===== config.mk =====
export PLATFORM = sky130hd
export DESIGN_NAME = usb_cmd_decoder
export DESIGN_NICKNAME = d
export VERILOG_FILES = /design/src/rtl/usb_cmd_decoder_pkg.sv /design/src/rtl/usb_cmd_decoder_watchdog.sv /design/src/rtl/usb_cmd_decoder.sv
export SDC_FILE = /design/constraint.sdc
export NUM_CORES = 1
export LEC_CHECK = 0
export CAP_MARGIN = 10
export CORE_MARGIN = 2
export CORE_UTILIZATION = 30
export CTS_CLUSTER_DIAMETER = 100
export DETAILED_ROUTE_END_ITERATION = 8
export GPL_TIMING_DRIVEN = 0
export PLACE_DENSITY_LB_ADDON = 0.2
export SLEW_MARGIN = 15
export SYNTH_ARGS = -nofsm -noshare
export SYNTH_HDL_FRONTEND = slang
export SYNTH_SLANG_ARGS = --single-unit

===== constraint.sdc =====
create_clock -name clock -period 7.12 [get_ports clock]
set_clock_uncertainty 0.05 [all_clocks]
set_input_delay 1.424 -clock clock [delete_from_list [all_inputs] [get_ports clock]]
set_output_delay 1.424 -clock clock [all_outputs]
set_load 0.01 [all_outputs]

===== src/rtl/usb_cmd_decoder_pkg.sv =====
// Shared definitions for the USB gesture-command decoder: FSM states, channel
// slot indices, failsafe values, default sync marker and watchdog width.
// No ports; imported by usb_cmd_decoder and cmd_watchdog.
package usb_cmd_decoder_pkg;

  typedef enum logic [1:0] {
    HUNT    = 2'd0,
    PAYLOAD = 2'd1,
    CHECK   = 2'd2
  } state_e;

  // Slot of each channel in the packed shadow/output arrays (payload order).
  localparam int THR = 0;
  localparam int YAW = 1;
  localparam int PIT = 2;
  localparam int ROL = 3;

  localparam logic [7:0] FS_THROTTLE  = 8'h00;
  localparam logic [7:0] FS_CENTER    = 8'h80;
  localparam logic [7:0] DEFAULT_SYNC = 8'hA5;

  localparam int WDOG_W = 28;

  // Failsafe image of all four channels; slot ROL is the most significant byte.
  localparam logic [3:0][7:0] FS_CHANNELS = {FS_CENTER, FS_CENTER, FS_CENTER, FS_THROTTLE};

  function automatic logic [7:0] sat_inc8(input logic [7:0] v);
    return (v == 8'hFF) ? v : v + 8'd1;
  endfunction

endpackage


===== src/rtl/usb_cmd_decoder_watchdog.sv =====
// cmd_watchdog: link-loss timer; counts every cycle, reloads on kick, saturates.
// Latency: expired pulses on the edge where the counter reaches TIMEOUT_CYCLES-1.
// Backpressure: none. Ports: clock, reset (sync, active-high), kick, expired.
module cmd_watchdog
  import usb_cmd_decoder_pkg::*;
#(
  parameter int unsigned TIMEOUT_CYCLES = 250_000_000
) (
  input  logic clock,
  input  logic reset,
  input  logic kick,
  output logic expired
);

  localparam logic [WDOG_W-1:0] CNT_MAX = WDOG_W'(TIMEOUT_CYCLES - 1);

  logic [WDOG_W-1:0] cnt_q, cnt_d;

  always_comb begin
    cnt_d = cnt_q;
    if (kick) begin
      cnt_d = '0;
    end else if (cnt_q != CNT_MAX) begin
      cnt_d = cnt_q + WDOG_W'(1);
    end
  end

  // One-cycle event on the transition into the terminal count, so the parent
  // can abandon a partial packet once without blocking later reception.
  assign expired = !kick && (cnt_q != CNT_MAX) && (cnt_d == CNT_MAX);

  always_ff @(posedge clock) begin
    if (reset) begin
      cnt_q <= '0;
    end else begin
      cnt_q <= cnt_d;
    end
  end

endmodule


===== src/rtl/usb_cmd_decoder.sv =====
// usb_cmd_decoder: assembles framed packets from the USB byte stream into four
// 8-bit channels (throttle/yaw/pitch/roll) with failsafe on link loss.
// Latency: channels and cmd_valid update on the edge sampling the last byte.
// Backpressure: none; one byte per cycle accepted whenever in_valid is high.
// Ports: clock, reset (sync, active-high), in_data/in_valid in; throttle, yaw,
// pitch, roll, cmd_valid, link_lost, err_count out.
// Build option USB_CMD_CHECKSUM_EN: when defined, packets carry a trailing XOR
// checksum byte and bad packets are counted; otherwise packets are 5 bytes,
// commit on the roll byte, and err_count is tied to 0.
module usb_cmd_decoder
  import usb_cmd_decoder_pkg::*;
#(
  parameter int unsigned TIMEOUT_CYCLES = 250_000_000,
  parameter logic [7:0]  SYNC_BYTE      = DEFAULT_SYNC
) (
  input  logic       clock,
  input  logic       reset,
  input  logic [7:0] in_data,
  input  logic       in_valid,
  output logic [7:0] throttle,
  output logic [7:0] yaw,
  output logic [7:0] pitch,
  output logic [7:0] roll,
  output logic       cmd_valid,
  output logic       link_lost,
  output logic [7:0] err_count
);

  state_e          state_q, state_d;
  logic [1:0]      idx_q, idx_d;
  logic [3:0][7:0] shadow_q, shadow_d;
  logic [3:0][7:0] chan_q, chan_d;
  logic            cmd_valid_q, cmd_valid_d;
  logic            link_lost_q, link_lost_d;
  logic            commit;
  logic            expired;
`ifdef USB_CMD_CHECKSUM_EN
  logic [7:0]      xor_q, xor_d;
  logic [7:0]      err_q, err_d;
`endif

  cmd_watchdog #(
    .TIMEOUT_CYCLES(TIMEOUT_CYCLES)
  ) u_watchdog (
    .clock  (clock),
    .reset  (reset),
    .kick   (commit),
    .expired(expired)
  );

  always_comb begin
    state_d     = state_q;
    idx_d       = idx_q;
    shadow_d    = shadow_q;
    chan_d      = chan_q;
    cmd_valid_d = 1'b0;
    link_lost_d = link_lost_q;
    commit      = 1'b0;
`ifdef USB_CMD_CHECKSUM_EN
    xor_d       = xor_q;
    err_d       = err_q;
`endif

    case (state_q)
      HUNT: begin
        if (in_valid && (in_data == SYNC_BYTE)) begin
          state_d = PAYLOAD;
          idx_d   = 2'd0;
`ifdef USB_CMD_CHECKSUM_EN
          xor_d   = 8'h00;
`endif
        end
      end
      PAYLOAD: begin
        // A sync value here is plain payload data.
        if (in_valid) begin
          shadow_d[idx_q] = in_data;
          idx_d           = idx_q + 2'd1;
`ifdef USB_CMD_CHECKSUM_EN
          xor_d           = xor_q ^ in_data;
          if (idx_q == 2'd3) state_d = CHECK;
`else
          if (idx_q == 2'd3) begin
            state_d = HUNT;
            commit  = 1'b1;
          end
`endif
        end
      end
`ifdef USB_CMD_CHECKSUM_EN
      CHECK: begin
        if (in_valid) begin
          state_d = HUNT;
          if (in_data == xor_q) commit = 1'b1;
          else                  err_d  = sat_inc8(err_q);
        end
      end
`endif
      default: state_d = HUNT;
    endcase

    // A packet completing on the expiry edge wins; the watchdog also sees the
    // kick and does not report expiry in that case.
    if (commit) begin
      chan_d      = shadow_d;
      cmd_valid_d = 1'b1;
      link_lost_d = 1'b0;
    end else if (expired) begin
      chan_d      = FS_CHANNELS;
      link_lost_d = 1'b1;
      state_d     = HUNT;
    end
  end

  always_ff @(posedge clock) begin
    if (reset) begin
      state_q     <= HUNT;
      idx_q       <= 2'd0;
      shadow_q    <= '0;
      chan_q      <= FS_CHANNELS;
      cmd_valid_q <= 1'b0;
      link_lost_q <= 1'b1;
`ifdef USB_CMD_CHECKSUM_EN
      xor_q       <= 8'h00;
      err_q       <= 8'h00;
`endif
    end else begin
      state_q     <= state_d;
      idx_q       <= idx_d;
      shadow_q    <= shadow_d;
      chan_q      <= chan_d;
      cmd_valid_q <= cmd_valid_d;
      link_lost_q <= link_lost_d;
`ifdef USB_CMD_CHECKSUM_EN
      xor_q       <= xor_d;
      err_q       <= err_d;
`endif
    end
  end

  assign throttle  = chan_q[THR];
  assign yaw       = chan_q[YAW];
  assign pitch     = chan_q[PIT];
  assign roll      = chan_q[ROL];
  assign cmd_valid = cmd_valid_q;
  assign link_lost = link_lost_q;
`ifdef USB_CMD_CHECKSUM_EN
  assign err_count = err_q;
`else
  assign err_count = 8'h00;
`endif

endmodule


==> results.sh <==
export IMPL_status="finished clean"
export IMPL_min_period_ps=3650
export IMPL_tns_ps=0
export IMPL_cts_root_buf="clkbuf_16"
export IMPL_timing_final_crit_share_pct=51.2
export IMPL_fin_util_pct=38.0
export IMPL_synthesis_area_mm2=0.00398
export IMPL_synth_area_leader_cell="dfxtp_1"
export IMPL_cp_end_kind="flop"
export IMPL_synth_edf_count=0
export IMPL_cts_tree="yes"
export IMPL_syn_to_final_growth_pct=25.1
export IMPL_cts_resized=0
export IMPL_final_antenna_net_count=0
export IMPL_rsz0062_at_grt="no"
export IMPL_cts_setup_buffers=0
export IMPL_antenna_found_initial=0
export IMPL_start_util_pct=30.4
export IMPL_layout_commonest_cell="dfxtp_1"
export IMPL_crit_path_max_fanout=10
export IMPL_cp_arrival_ps=3800
export IMPL_powerDensity_mw_per_mm2=205
export IMPL_worstMarginPinSlew_ps=843
export IMPL_track_usage_pct=14.4
export IMPL_drt_wl_total_mm=9.76
export IMPL_coreArea_mm2=0.0131
export IMPL_synth_distinct_cells=59
export IMPL_grt_max_degree=20
export IMPL_hpwl_mm=6.90
export IMPL_die_w_um=119
export IMPL_drv_slew=0
export IMPL_wire_per_inst_um=14.1
export IMPL_timing_fmax_mhz=274
export IMPL_hold_violations=0
export IMPL_p_leak_uw=0.00194
export IMPL_async_reset_ff_share_pct=0
export IMPL_nets=527
export IMPL_htree_num_levels=3
export IMPL_place_gp_congestion=0.830
export IMPL_drtIter0Drc=135
export IMPL_n_antenna_cell=0
export IMPL_synth_seq_cells=90
export IMPL_port_buffers=44
export IMPL_dieHeight_um=119
export IMPL_pin_count=53
export IMPL_grt_pass1_vias=3104
export IMPL_grt_ovfl_total=0
export IMPL_vias=3264
export IMPL_clock_latency_ps=340
export IMPL_worst_ir_drop_vdd_v=0.000125
export IMPL_hold_class="reg -> reg"
export IMPL_setup_viol=0
export IMPL_cts_clk_slew_worst_paths_ps=70
export IMPL_grt_pass1_wl_mm=16.0
export IMPL_yosys_warnings=0
export IMPL_cts_hold_buf=0
export IMPL_numCtsBuffers=9
export IMPL_startpoint_type="input port"
export IMPL_drtPass1Iterations=5
export IMPL_ys_seq_area_share_pct=45.3
export IMPL_synth_area_top_cells="dfxtp_1 (45%), mux2i_1 (6.3%), nor2_1 (6.0%), o22ai_1 (3.9%), xor2_1 (3.3%)"
export IMPL_maxCapViolations=0
export IMPL_cp_required_ps=7270
export IMPL_slew_headroom_pct=43.3
export IMPL_rows=42
export IMPL_clock_sinks=90
export IMPL_yosys_area_top_type_share_pct=45.3
export IMPL_drc_errors=0
export IMPL_dieArea_mm2=0.0142
export IMPL_vias_per_cell=4.72
export IMPL_syn_inst=448
export IMPL_final_cell_mix="dfxtp_1 (90), nor2_1 (64), clkdlybuf4s50_1 (44), inv_1 (33), nand2_1 (31)"
export IMPL_critPathKind="in -> reg"
export IMPL_clock_path_buffers=2
export IMPL_syn_avg_cell_area_um2=8.88
export IMPL_drive_above_1_share_pct=8.91
export IMPL_yosys_most_used_dff="dfxtp_1"
## stage by stage
| step | power (uW) | std cells | instance area, um^2 | setup slack, ps | hold WS, ps |
|---|---|---|---|---|---|
| finish | 1020 | 692 | 4970 | 3470 | 407 |
| floorplan | 538 | 456 | 4010 | 4160 | 410 |
| CTS | 1030 | 692 | 4970 | 3500 | 412 |
| detailed placement | 555 | 676 | 4670 | 3140 | 395 |
| global placement | 555 | 676 | 4670 | 3200 | 396 |
| global route | 1060 | 692 | 4970 | 3380 | 434 |
## cells in the mapped netlist (3+ instances only)
| master | n |
|---|---|
| nor4bb_1 | 3 |
| xor2_1 | 15 |
| dfxtp_1 | 90 |
| buf_4 | 11 |
| nor3_1 | 7 |
| o22ai_1 | 25 |
| nor2_1 | 64 |
| ha_1 | 5 |
| nor4_1 | 9 |
| nand4_1 | 10 |
| nand2b_1 | 4 |
| buf_2 | 4 |
| nor3b_1 | 3 |
| nand2_1 | 31 |
| inv_1 | 33 |
| a21oi_1 | 5 |
| and3_1 | 10 |
| o21ai_1 | 7 |
| and4_1 | 3 |
| a31oi_1 | 3 |
| nand3_1 | 11 |
| clkbuf_1 | 14 |
| xnor2_1 | 8 |
| mux2i_1 | 25 |
| o21ai_0 | 5 |
## worst paths after layout
path,startpoint,endpoint,slack [ps],cells after the start
min reg2reg,roll[0]$_SDFFE_PP0P_,roll[0]$_SDFFE_PP0P_,410,2
max,in_valid,throttle[4]$_SDFFE_PP0P_,3470,9
min,roll[0]$_SDFFE_PP0P_,roll[0]$_SDFFE_PP0P_,410,2
max reg2reg,u_watchdog.cnt_q[0]$_SDFF_PP0_,throttle[4]$_SDFFE_PP0P_,3630,9
## logic make-up (layout without fill, tap and decap cells)
kind of cell             after synthesis  count (layout)  synth area share, %
AO/OA/AOI/OAI                         64              64                 10.8
XOR/XNOR                              23              23                 5.06
adder cells (fa/ha/maj)                5               5                 1.57
buffers and inverters                 66             126                 7.42
flip-flops                            90              90                 45.3
multiplexers                          25              25                 6.29
other                                  1               9               0.0943
AND/OR/NAND/NOR                      174             174                 23.5
## critical path: stages
cell             delay, ps
clkdlybuf4s50_1        540
nand4b_1               240
and2_1                 240
mux2i_1                220
o21ai_0                150
nor4_1                 340
a41o_2                 350
buf_4                  200
o22ai_1                100
## per-layer routing
metal  part of all wire, %  vias up  GRT usage, %  wire (um)
li1                      -     1679             -          -
met1                    49     1501          18.7       4760
met2                    44       70          22.3       4290
met3                   5.9       14          4.84        580
met4                   1.4        0          4.76        134
met5                     0        -             0          0
## state kept, by name (all words and copies together), names as in the netlist
name,flops
u_watchdog.cnt_q,28
idx_q,2
roll,8
shadow_q,24
yaw,8
throttle,8
pitch,8
state_q,2
cmd_valid,1
link_lost,1
## cell type report
| class | instances | area, um^2 |
|---|---|---|
| plain buffers | 32 | 168 |
| clock buffers | 9 | 225 |
| clock inverters | 7 | 81.3 |
| fillers | 1312 | 8110 |
| inverters | 34 | 128 |
| multi-input cells | 300 | 1910 |
| flip-flops and latches | 90 | 1800 |
| well taps | 176 | 220 |
| repair buffers | 44 | 440 |
## power by group
group	switching, uW	internal, uW
sequential	3.12	505
combinational	21.1	14.1
clock	225	250
total	249	769
(Power assumes the default switching activity.)
